$ cat src/rtl/inst_encoder.sv
// ----------------------------------------------------------------------------
// inst_encoder
// Packs decoded RV32I instruction fields plus a 32-bit immediate into a
// 32-bit instruction word (the inverse of the core's immediate generator).
// Each immediate is range/alignment checked; illegal requests are consumed
// and reported through a one-cycle err_valid pulse with a held err_code.
// Legal words leave through a one-deep registered valid/ready output
// together with a sequential word address.
//
// Ports:
//   clk, rst_n          rising-edge clock, asynchronous active-low reset
//   in_valid/in_ready   request handshake (in_ready is combinational)
//   in_fmt              0=I 1=S 2=B 3=U 4=J, 5-7 illegal
//   in_opcode, in_rd, in_rs1, in_rs2, in_funct3, in_imm   request fields
//   clr_addr            synchronous reload of the address counter
//   out_valid/out_ready output handshake
//   out_inst, out_addr  encoded word and its word address
//   err_valid, err_code reject pulse, code 01 range/10 misaligned/11 illegal
//   wrapped             sticky, address counter has wrapped
//   selfchk_fail        sticky re-decode mismatch (optional, see below)
//
// Optional feature macro: INST_ENCODER_SELFCHECK_EN
//   When defined, every packed word is re-decoded into an immediate and
//   compared with in_imm; a mismatch sets the sticky selfchk_fail output.
// ----------------------------------------------------------------------------
module inst_encoder #(
    parameter int                ADDR_W     = 8,
    parameter logic [ADDR_W-1:0] START_ADDR = {ADDR_W{1'b0}}
) (
    input  logic              clk,
    input  logic              rst_n,
    input  logic              in_valid,
    output logic              in_ready,
    input  logic [2:0]        in_fmt,
    input  logic [6:0]        in_opcode,
    input  logic [4:0]        in_rd,
    input  logic [4:0]        in_rs1,
    input  logic [4:0]        in_rs2,
    input  logic [2:0]        in_funct3,
    input  logic [31:0]       in_imm,
    input  logic              clr_addr,
    output logic              out_valid,
    input  logic              out_ready,
    output logic [31:0]       out_inst,
    output logic [ADDR_W-1:0] out_addr,
    output logic              err_valid,
    output logic [1:0]        err_code,
`ifdef INST_ENCODER_SELFCHECK_EN
    output logic              selfchk_fail,
`endif
    output logic              wrapped
);

    typedef enum logic [0:0] {
        EMPTY = 1'b0,
        FULL  = 1'b1
    } state_t;

    localparam logic [2:0] FMT_I = 3'd0;
    localparam logic [2:0] FMT_S = 3'd1;
    localparam logic [2:0] FMT_B = 3'd2;
    localparam logic [2:0] FMT_U = 3'd3;
    localparam logic [2:0] FMT_J = 3'd4;

    localparam logic [1:0] ERR_NONE    = 2'b00;
    localparam logic [1:0] ERR_RANGE   = 2'b01;
    localparam logic [1:0] ERR_ALIGN   = 2'b10;
    localparam logic [1:0] ERR_ILLEGAL = 2'b11;

    localparam logic [ADDR_W-1:0] ADDR_ONE = {{(ADDR_W-1){1'b0}}, 1'b1};
    localparam logic [ADDR_W-1:0] ADDR_MAX = {ADDR_W{1'b1}};

    // Legality check in priority order: illegal fmt/opcode, misaligned, range.
    // "Range" means the bits above the encodable field are a pure sign
    // extension (or, for U, that the low 12 bits are zero).
    function automatic logic [1:0] check_req(input logic [2:0]  fmt,
                                             input logic [6:0]  op,
                                             input logic [31:0] imm);
        logic       range_bad;
        logic [1:0] code;
        case (fmt)
            FMT_I, FMT_S: range_bad = (imm[31:11] != {21{imm[11]}});
            FMT_B:        range_bad = (imm[31:12] != {20{imm[12]}});
            FMT_U:        range_bad = (imm[11:0]  != 12'h000);
            FMT_J:        range_bad = (imm[31:20] != {12{imm[20]}});
            default:      range_bad = 1'b0;
        endcase
        if ((fmt > FMT_J) || (op[1:0] != 2'b11)) begin
            code = ERR_ILLEGAL;
        end else if (((fmt == FMT_B) || (fmt == FMT_J)) && imm[0]) begin
            code = ERR_ALIGN;
        end else if (range_bad) begin
            code = ERR_RANGE;
        end else begin
            code = ERR_NONE;
        end
        return code;
    endfunction

    // Scatter the immediate into the RV32I format-specific bit positions.
    function automatic logic [31:0] pack_word(input logic [2:0]  fmt,
                                              input logic [6:0]  op,
                                              input logic [4:0]  rd,
                                              input logic [4:0]  rs1,
                                              input logic [4:0]  rs2,
                                              input logic [2:0]  f3,
                                              input logic [31:0] imm);
        logic [31:0] w;
        case (fmt)
            FMT_I:   w = {imm[11:0], rs1, f3, rd, op};
            FMT_S:   w = {imm[11:5], rs2, rs1, f3, imm[4:0], op};
            FMT_B:   w = {imm[12], imm[10:5], rs2, rs1, f3, imm[4:1], imm[11], op};
            FMT_U:   w = {imm[31:12], rd, op};
            FMT_J:   w = {imm[20], imm[10:1], imm[11], imm[19:12], rd, op};
            default: w = 32'h0000_0000;
        endcase
        return w;
    endfunction

`ifdef INST_ENCODER_SELFCHECK_EN
    // Immediate-generator rules of the core, used to re-decode a packed word.
    function automatic logic [31:0] decode_imm(input logic [2:0]  fmt,
                                               input logic [31:0] i);
        logic [31:0] imm;
        case (fmt)
            FMT_I:   imm = {{20{i[31]}}, i[31:20]};
            FMT_S:   imm = {{20{i[31]}}, i[31:25], i[11:7]};
            FMT_B:   imm = {{19{i[31]}}, i[31], i[7], i[30:25], i[11:8], 1'b0};
            FMT_U:   imm = {i[31:12], 12'h000};
            FMT_J:   imm = {{11{i[31]}}, i[31], i[19:12], i[20], i[30:21], 1'b0};
            default: imm = 32'h0000_0000;
        endcase
        return imm;
    endfunction
`endif

    state_t            state_r;
    logic              out_valid_r;
    logic [31:0]       out_inst_r;
    logic [ADDR_W-1:0] addr_r;
    logic              err_valid_r;
    logic [1:0]        err_code_r;
    logic              wrapped_r;

    logic              in_ready_s;
    logic              accept_s;
    logic [1:0]        req_err_s;
    logic              load_s;
    logic              reject_s;
    logic              out_hs_s;
    logic [31:0]       packed_s;

    // Room exists when the output register is empty or is being drained.
    assign in_ready_s = (state_r == EMPTY) | out_ready;
    assign accept_s   = in_valid & in_ready_s;
    assign req_err_s  = check_req(in_fmt, in_opcode, in_imm);
    assign packed_s   = pack_word(in_fmt, in_opcode, in_rd, in_rs1, in_rs2,
                                  in_funct3, in_imm);
    assign load_s     = accept_s & (req_err_s == ERR_NONE);
    assign reject_s   = accept_s & (req_err_s != ERR_NONE);
    assign out_hs_s   = out_valid_r & out_ready;

    // Output-register FSM, held word and error reporting.
    always_ff @(posedge clk or negedge rst_n) begin
        if (!rst_n) begin
            state_r     <= EMPTY;
            out_valid_r <= 1'b0;
            out_inst_r  <= 32'h0000_0000;
            err_valid_r <= 1'b0;
            err_code_r  <= ERR_NONE;
        end else begin
            err_valid_r <= reject_s;
            if (reject_s) begin
                err_code_r <= req_err_s;
            end
            if (load_s) begin
                out_inst_r <= packed_s;
            end
            case (state_r)
                EMPTY: begin
                    if (load_s) begin
                        state_r     <= FULL;
                        out_valid_r <= 1'b1;
                    end else begin
                        state_r     <= EMPTY;
                        out_valid_r <= 1'b0;
                    end
                end
                FULL: begin
                    if (load_s) begin
                        // drain and refill in the same cycle
                        state_r     <= FULL;
                        out_valid_r <= 1'b1;
                    end else if (out_ready) begin
                        state_r     <= EMPTY;
                        out_valid_r <= 1'b0;
                    end else begin
                        state_r     <= FULL;
                        out_valid_r <= 1'b1;
                    end
                end
                default: begin
                    state_r     <= EMPTY;
                    out_valid_r <= 1'b0;
                end
            endcase
        end
    end

    // Word address counter: reload beats increment; wrap sets the sticky flag.
    always_ff @(posedge clk or negedge rst_n) begin
        if (!rst_n) begin
            addr_r    <= START_ADDR;
            wrapped_r <= 1'b0;
        end else begin
            if (clr_addr) begin
                addr_r <= START_ADDR;
            end else if (out_hs_s) begin
                addr_r <= addr_r + ADDR_ONE;
                if (addr_r == ADDR_MAX) begin
                    wrapped_r <= 1'b1;
                end
            end
        end
    end

`ifdef INST_ENCODER_SELFCHECK_EN
    logic selfchk_fail_r;

    // Sticky flag: a loaded word does not decode back to the requested imm.
    always_ff @(posedge clk or negedge rst_n) begin
        if (!rst_n) begin
            selfchk_fail_r <= 1'b0;
        end else if (load_s && (decode_imm(in_fmt, packed_s) != in_imm)) begin
            selfchk_fail_r <= 1'b1;
        end
    end

    assign selfchk_fail = selfchk_fail_r;
`endif

    assign in_ready  = in_ready_s;
    assign out_valid = out_valid_r;
    assign out_inst  = out_inst_r;
    assign out_addr  = addr_r;
    assign err_valid = err_valid_r;
    assign err_code  = err_code_r;
    assign wrapped   = wrapped_r;

endmodule
$ cat config.mk
export PLATFORM = sky130hd
export DESIGN_NAME = inst_encoder
export DESIGN_NICKNAME = d
export VERILOG_FILES = /design/src/rtl/inst_encoder.sv
export SDC_FILE = /design/constraint.sdc
export NUM_CORES = 1
export LEC_CHECK = 0
export CAP_MARGIN = 10
export CORE_ASPECT_RATIO = 1.25
export CORE_MARGIN = 4
export CORE_UTILIZATION = 38
export DETAILED_ROUTE_END_ITERATION = 6
export PLACE_DENSITY_LB_ADDON = 0.08
export SYNTH_ARGS = -nofsm -noshare
export SYNTH_HDL_FRONTEND = slang
export SYNTH_SLANG_ARGS = --single-unit
$ cat constraint.sdc
create_clock -name clk -period 1.7 [get_ports clk]
set_input_delay 0.255 -clock clk [delete_from_list [all_inputs] [get_ports clk]]
set_output_delay 0.255 -clock clk [all_outputs]
set_load 0.05 [all_outputs]
== After elaboration in Yosys (flattened, before gate mapping) ==
Index checks and enable logic that the tools add are counted.

* Register bits: 45
* Input port bits: 65
* Output and inout bits: 46

* $add $sub $neg: 1
* $lt $le $gt $ge: 1
* Equal/unequal tests: 9
* Muxes and demuxes: 11
* Bitwise gates (word level): 7
* Reduce and logical (&&, ||, !) cells: 10

{| class="wikitable"
|+ Operators by type and width
! cell !! count
|-
| case mux 32 bit (5 select lines) || 1
|-
| != test 20 bit || 1
|-
| != test 19 bit || 1
|-
| 2-to-1 mux 8 bit || 2
|-
| nonzero test 12 bit || 1
|-
| != test 11 bit || 1
|-
| adder 8 x 1 -> 8 bit, second input constant || 1
|-
| equality test 8 bit, second input constant || 1
|-
| equality test 3 x 2 -> 1 bit, second input constant || 2
|-
| AND 1 bit || 4
|-
| 2-to-1 mux 1 bit || 4
|-
| 2-to-1 mux 2 bit || 2
|-
| case mux 1 bit (4 select lines) || 1
|-
| nonzero test 2 bit || 2
|-
| equality test 3 x 1 -> 1 bit, second input constant || 1
|-
| equality test 3 bit, second input constant || 1
|-
| greater-than comparator 3 bit, second input constant || 1
|-
| logical NOT 3 bit || 1
|-
| AND reduction 3 bit || 1
|-
| logical NOT 2 bit || 1
|-
| logical OR 1 bit || 2
|-
| != test 2 bit, second input constant || 1
|-
| inverter 1 bit || 2
|-
| case mux 1 bit (2 select lines) || 1
|-
| other kinds (3) || 3
|}

== Longest topological paths before layout ==
Gate-level depths: netlist of run 1.

* Depth after elaboration: 10
* Gate-level depth with buffers: 8
* Gate-level depth less buffers: 6

== Worst setup path before layout of run 1 ==
OpenSTA, ideal clock, no wires.

* Kind: input port to flip-flop
* Start: input port in_imm[23]
* End: register out_inst_r[17] (netlist: out_inst[17])
* Arrival: 2.140 ns
* Path slack: -0.565 ns
* Cell stages on the path: 7
* Buffers on the path: 1
* Cell sequence: or4_4 > nor4_4 > nand3_1 > a221oi_2 > nand4_4 > buf_6 > mux2_4

* Word-level cells in the longest chain between the ends: 7

{| class="wikitable"
|+ Ends and longest elaborated chain
! element !! line !! text
|-
| from (decl) || 40 || <nowiki>input logic [31:0] in_imm,</nowiki>
|-
| != test 20 bit (tied with other cells) || 82 || <nowiki>FMT_I, FMT_S: range_bad = (imm[31:11] != {21{imm[11]}});</nowiki>
|-
| case mux 1 bit (4 select lines) * || 81 || <nowiki>case (fmt)</nowiki>
|-
| 2-to-1 mux 1 bit * || 92 || <nowiki>end else if (range_bad) begin</nowiki>
|-
| 2-to-1 mux 2 bit * || 90 || <nowiki>end else if (((fmt == FMT_B) || (fmt == FMT_J)) && imm[0]) begin</nowiki>
|-
| 2-to-1 mux 2 bit * || 88 || <nowiki>if ((fmt > FMT_J) || (op[1:0] != 2'b11)) begin</nowiki>
|-
| logical NOT 2 bit * || 159 || <nowiki>assign load_s = accept_s & (req_err_s == ERR_NONE);</nowiki>
|-
| AND 1 bit * || 159 ||
|-
| to (signal assigned) || 177 || <nowiki>out_inst_r <= packed_s;</nowiki>
|-
| to (decl) || 139 || <nowiki>logic [31:0] out_inst_r;</nowiki>
|}

Mark *: on every way between the ends. The rest lies on a longest branch, timed or not.
A chain may end at the register's enable or synchronous reset.

== Worst setup path in the final report of run 1 ==
* Start: input port in_imm[20]
* End: register out_inst_r[10] (netlist: out_inst[10])

The elaborated chain is that of the path after synthesis.

==> out/qor.log, run 1 <==
INFO  status         status=complete, but fails checks
INFO  status         violations_in_the_final_reports=negative setup slack
INFO  sta            rsz0062_at_grt=true
INFO  layout         fill_cells=646
INFO  placed_design  pre_cts_ws=-1.16ns
INFO  placed_design  numPlacedInstances=514
INFO  routing        first_pass_iters=4
INFO  layout         multi_input_gate_area=0.00167mm²
INFO  yosys          postSynthAreaPerCell=10.3µm²
INFO  sta            finalCriticalPeriod=2.36ns
INFO  worst_setup_path r2r_setup_slack=0.13ns
INFO  worst_setup_path worst-endpoint-required=1.90ns
INFO  sta            setup_viol_count_final=36
INFO  pwr            intPower=0.00238W
INFO  yosys          ys_types=45
INFO  cts            cts_tree=built
INFO  cts            cts_buffer_depth=2
INFO  worst_setup_path reg2reg_path_depth=6
INFO  min_path       launch_point_of_the_worst_hold_path=in_imm[26]
INFO  global_route   grt_antenna_before_repair=0
INFO  pwr            post-layout-total-power=0.00406W
INFO  routing        final_antenna_net_count=0
INFO  min_path       cells_on_worst_hold_path=3
INFO  cts            cts-buffers-inserted=5
INFO  placed_design  gp_congestion=0.900
INFO  global_route   overflow_after_grt=0
INFO  yosys          yosys-top-cells-area=dfrtp_1 (40%), mux2_4 (14%), mux2_2 (4.4%)
INFO  yosys          ys.warnings.count=0
INFO  floorplan      floorplan.die.height=105µm
INFO  sta            final.setup.worst_slack=-0.663ns
INFO  yosys          synth_sequential_area_ratio=39.6%
INFO  cts            worst_skew_pair.late_latency=0.31ns
INFO  layout         storage_element_area=0.00113mm²
INFO  placed_design  placement.io_buffers=110
INFO  global_route   maximum_number_of_pins_on_one_net_before_global_route_repair=46
INFO  yosys          synth.cell_area=0.00284mm²
INFO  cts            cts.reportedPaths.clkPinSlew=0.10ns
INFO  routing        drt_wl_total=8.93mm
INFO  floorplan      placeableCoreArea=0.00731mm²
INFO  placed_design  dp_hpwl=6.88mm
INFO  floorplan      effective_utilization_at_floorplan=38.9%
INFO  sta            final_max_slew_viol_count=0
INFO  global_route   grt_first_pass_wirelength=14.1mm
INFO  sta            slew-limit-headroom=53.0%
INFO  cts            clock_root_buffer=clkbuf_8
INFO  worst_setup_path worstSetupEndpointType=flip-flop
INFO  yosys          share_of_flip_flops_with_an_asynchronous_set_or_reset_after_synthesis=100%
INFO  yosys          synthCells=277
INFO  yosys          synth.net_count=343
INFO  cts            cts.htree.levels=2
INFO  pwr            power.share.clock=17.2%
INFO  pwr            vdd_ir_drop_max=0.545mV
INFO  pwr            cellLeakagePower=2.14nW
INFO  worst_setup_path critPathKind=input pin to flip-flop
INFO  layout         fin_cells=530
INFO  yosys          synth_common_cells=dfrtp_1 (45), mux2_4 (26), nand2_1 (23)
INFO  routing        via_count=2804
INFO  floorplan      placement_rows=35
INFO  yosys          synthMostInstantiatedCell=dfrtp_1
INFO  worst_setup_path setup.worst_path.start_class=input pin
INFO  yosys          synth_top_area_cell=dfrtp_1
INFO  pwr            power_density=887mW/mm²
INFO  routing        avgViaCountPerCell=5.29
INFO  layout         postLayoutCoreUtil=62.7%
INFO  min_path       class_of_the_tightest_hold_or_removal_check=input pin to flip-flop
INFO  floorplan      fp.dieW=85.3µm
INFO  routing        wl_per_cell=16.8µm
INFO  sta            timing.final.hold_violations=0
INFO  layout         syn_to_final_growth=61.3%
INFO  worst_setup_path critical_path.max_fanout=4
INFO  layout         nNetsFinal=503
INFO  layout         num_antenna_cells=0
INFO  min_path       worst_hold_path.endpoint=out_inst[26]
INFO  cts            numClockSinks=45
INFO  yosys          synth-edff-count=0
INFO  worst_setup_path worst-endpoint-arrival=2.56ns
INFO  routing        route.detailed.drc=0
INFO  pwr            power.share.combinational=48.0%
INFO  sta            max_freq=423MHz
INFO  worst_setup_path r2r-start=out_valid
INFO  floorplan      fp.dieArea=0.00893mm²
INFO  yosys          synth_seq_cells=45
INFO  sta            period_share=139%
INFO  worst_setup_path reg2reg_capture_point=out_inst[10]
INFO  run            maximum_capacitance_violations=0
INFO  yosys          synthDominantCellAreaShare=39.6%
INFO  global_route   first_global_vias=2810
INFO  floorplan      design.portCount=111
INFO  sta            fin_worst_skew=0.00807ns
INFO  global_route   grt_usage=19.8%
INFO  yosys          synthFlopType=dfrtp_1
INFO  routing        detailedRoute.firstIterationViolations=86
INFO  sta            tightestPinTransition=0.704ns
INFO  layout         final_layout_size_suffix_gt1_share=41.1%
INFO  pwr            psw=0.00169W
INFO  pwr            seqPwrFrac=34.9%
INFO  pwr            power.share.switching=41.5%
==> sequential cells by signal, summed over array words and instances (netlist names) <==
signal,count
out_inst,32
out_addr,8
out_valid,1
wrapped,1
err_code,2
err_valid,1
==> cells in the final DEF, fill, tap and decap left out, types with 3 or more instances in the layout <==
cell type | synthesis | final
mux2_4 | 26 | 26
o22ai_1 | 8 | 8
buf_6 | 3 | 8
nor3_1 | 3 | 3
buf_12 | 0 | 4
a211oi_1 | 3 | 3
nor4_1 | 5 | 3
buf_2 | 3 | 3
a22o_1 | 6 | 6
dfrtp_1 | 45 | 44
clkbuf_2 | 0 | 3
xor2_1 | 4 | 4
clkdlybuf4s50_1 | 0 | 54
o21ai_0 | 14 | 13
nand4_1 | 8 | 8
mux2i_1 | 6 | 6
mux2_2 | 11 | 11
buf_4 | 3 | 93
a21oi_1 | 21 | 21
clkbuf_8 | 0 | 5
nor2b_1 | 19 | 19
a22oi_1 | 9 | 9
nor2_1 | 12 | 11
and2_1 | 3 | 3
nand2_1 | 23 | 22
nand2b_1 | 4 | 3
==> worst max path at each step <==
stage | startpoint | endpoint | slack [ns] | depth (start not counted)
finish | in_imm[20] | out_inst[10] | -0.66 | 10
floorplan | in_imm[23] | out_inst[17] | -0.57 | 7
CTS | in_imm[27] | out_inst[2] | -0.63 | 10
detailed placement | in_imm[23] | out_inst[19] | -1.16 | 9
global placement | in_imm[23] | out_inst[14] | -1.13 | 9
global route | in_imm[20] | out_inst[10] | -0.74 | 10
==> worst max-delay path, stage by stage <==
cell and delay [ns]:
buf_6 0.10, or4_4 0.54, nor4_4 0.39, nand3_2 0.14, a221oi_2 0.23, buf_4 0.16, nand4_4 0.14, buf_12 0.18
clkbuf_16 0.15, mux2_4 0.29
==> stage by stage <==
stage / hold slack (ns) / area [µm²] / setup TNS, ns
global route: 0.363 / 4580 / -23.32
global placement: 0.249 / 4270 / -38.10
detailed placement: 0.252 / 4270 / -38.88
floorplan: -0.0406 / 2850 / -16.94
finish: 0.343 / 4580 / -20.33
CTS: 0.391 / 4550 / -19.60
==> power groups by stage <==
stage               Combinational [W]  Clock (W)  Sequential (W)
finish                        0.00195   0.000697         0.00142
detailed placement            0.00194          0         0.00144
global route                  0.00204   0.000755         0.00145
floorplan                    0.000471          0         0.00214
CTS                           0.00196   0.000709         0.00142
global placement              0.00191          0         0.00144
==> final cells by class <==
| class | count | area share, % |
|---|---|---|
| Tap cell | 92 | 2.51 |
| Inverter | 2 | 0.164 |
| Clock inverter | 3 | 0.464 |
| Clock buffer | 5 | 1.50 |
| Multi-Input combinational cell | 211 | 36.5 |
| Timing Repair Buffer | 172 | 34.2 |
| Sequential cell | 45 | 24.6 |
==> per-layer routing <==
layer / track usage [%] / wire length, µm
met2: 34.2 / 4520
met4: 7.47 / 287
met3: 4.34 / 609
met5: 0 / 0
met1: 23.6 / 3510
==> what timing repair did <==
action	CTS	global route
setup endpoints to repair	36	36
resized for setup	45	11
endpoints found under the hold margin	45	0
pin swaps	8	5
gates cloned	2	1
setup buffers	4	0
hold buffers	1	0
==> logic make-up (layout without fill, tap and decap cells) <==
| group | after synthesis | after routing | share of synthesized area, % |
|---|---|---|---|
| AO/OA/AOI/OAI | 70 | 70 | 15.8 |
| XOR/XNOR | 5 | 5 | 1.54 |
| adder cells (fa/ha/maj) | 1 | 1 | 0.440 |
| buffers and inverters | 21 | 182 | 4.27 |
| flip-flops | 45 | 45 | 39.6 |
| multiplexers | 43 | 43 | 20.2 |
| AND/OR/NAND/NOR | 92 | 92 | 18.1 |
No activity file was read; power rests on OpenSTA's default activity.
==> run 2: changes to the inputs <==
- CAP_MARGIN: 10 -> 5
==> results of run 2 <==
Same layout as run 1: the final DEF is identical, and so are final timing and power.
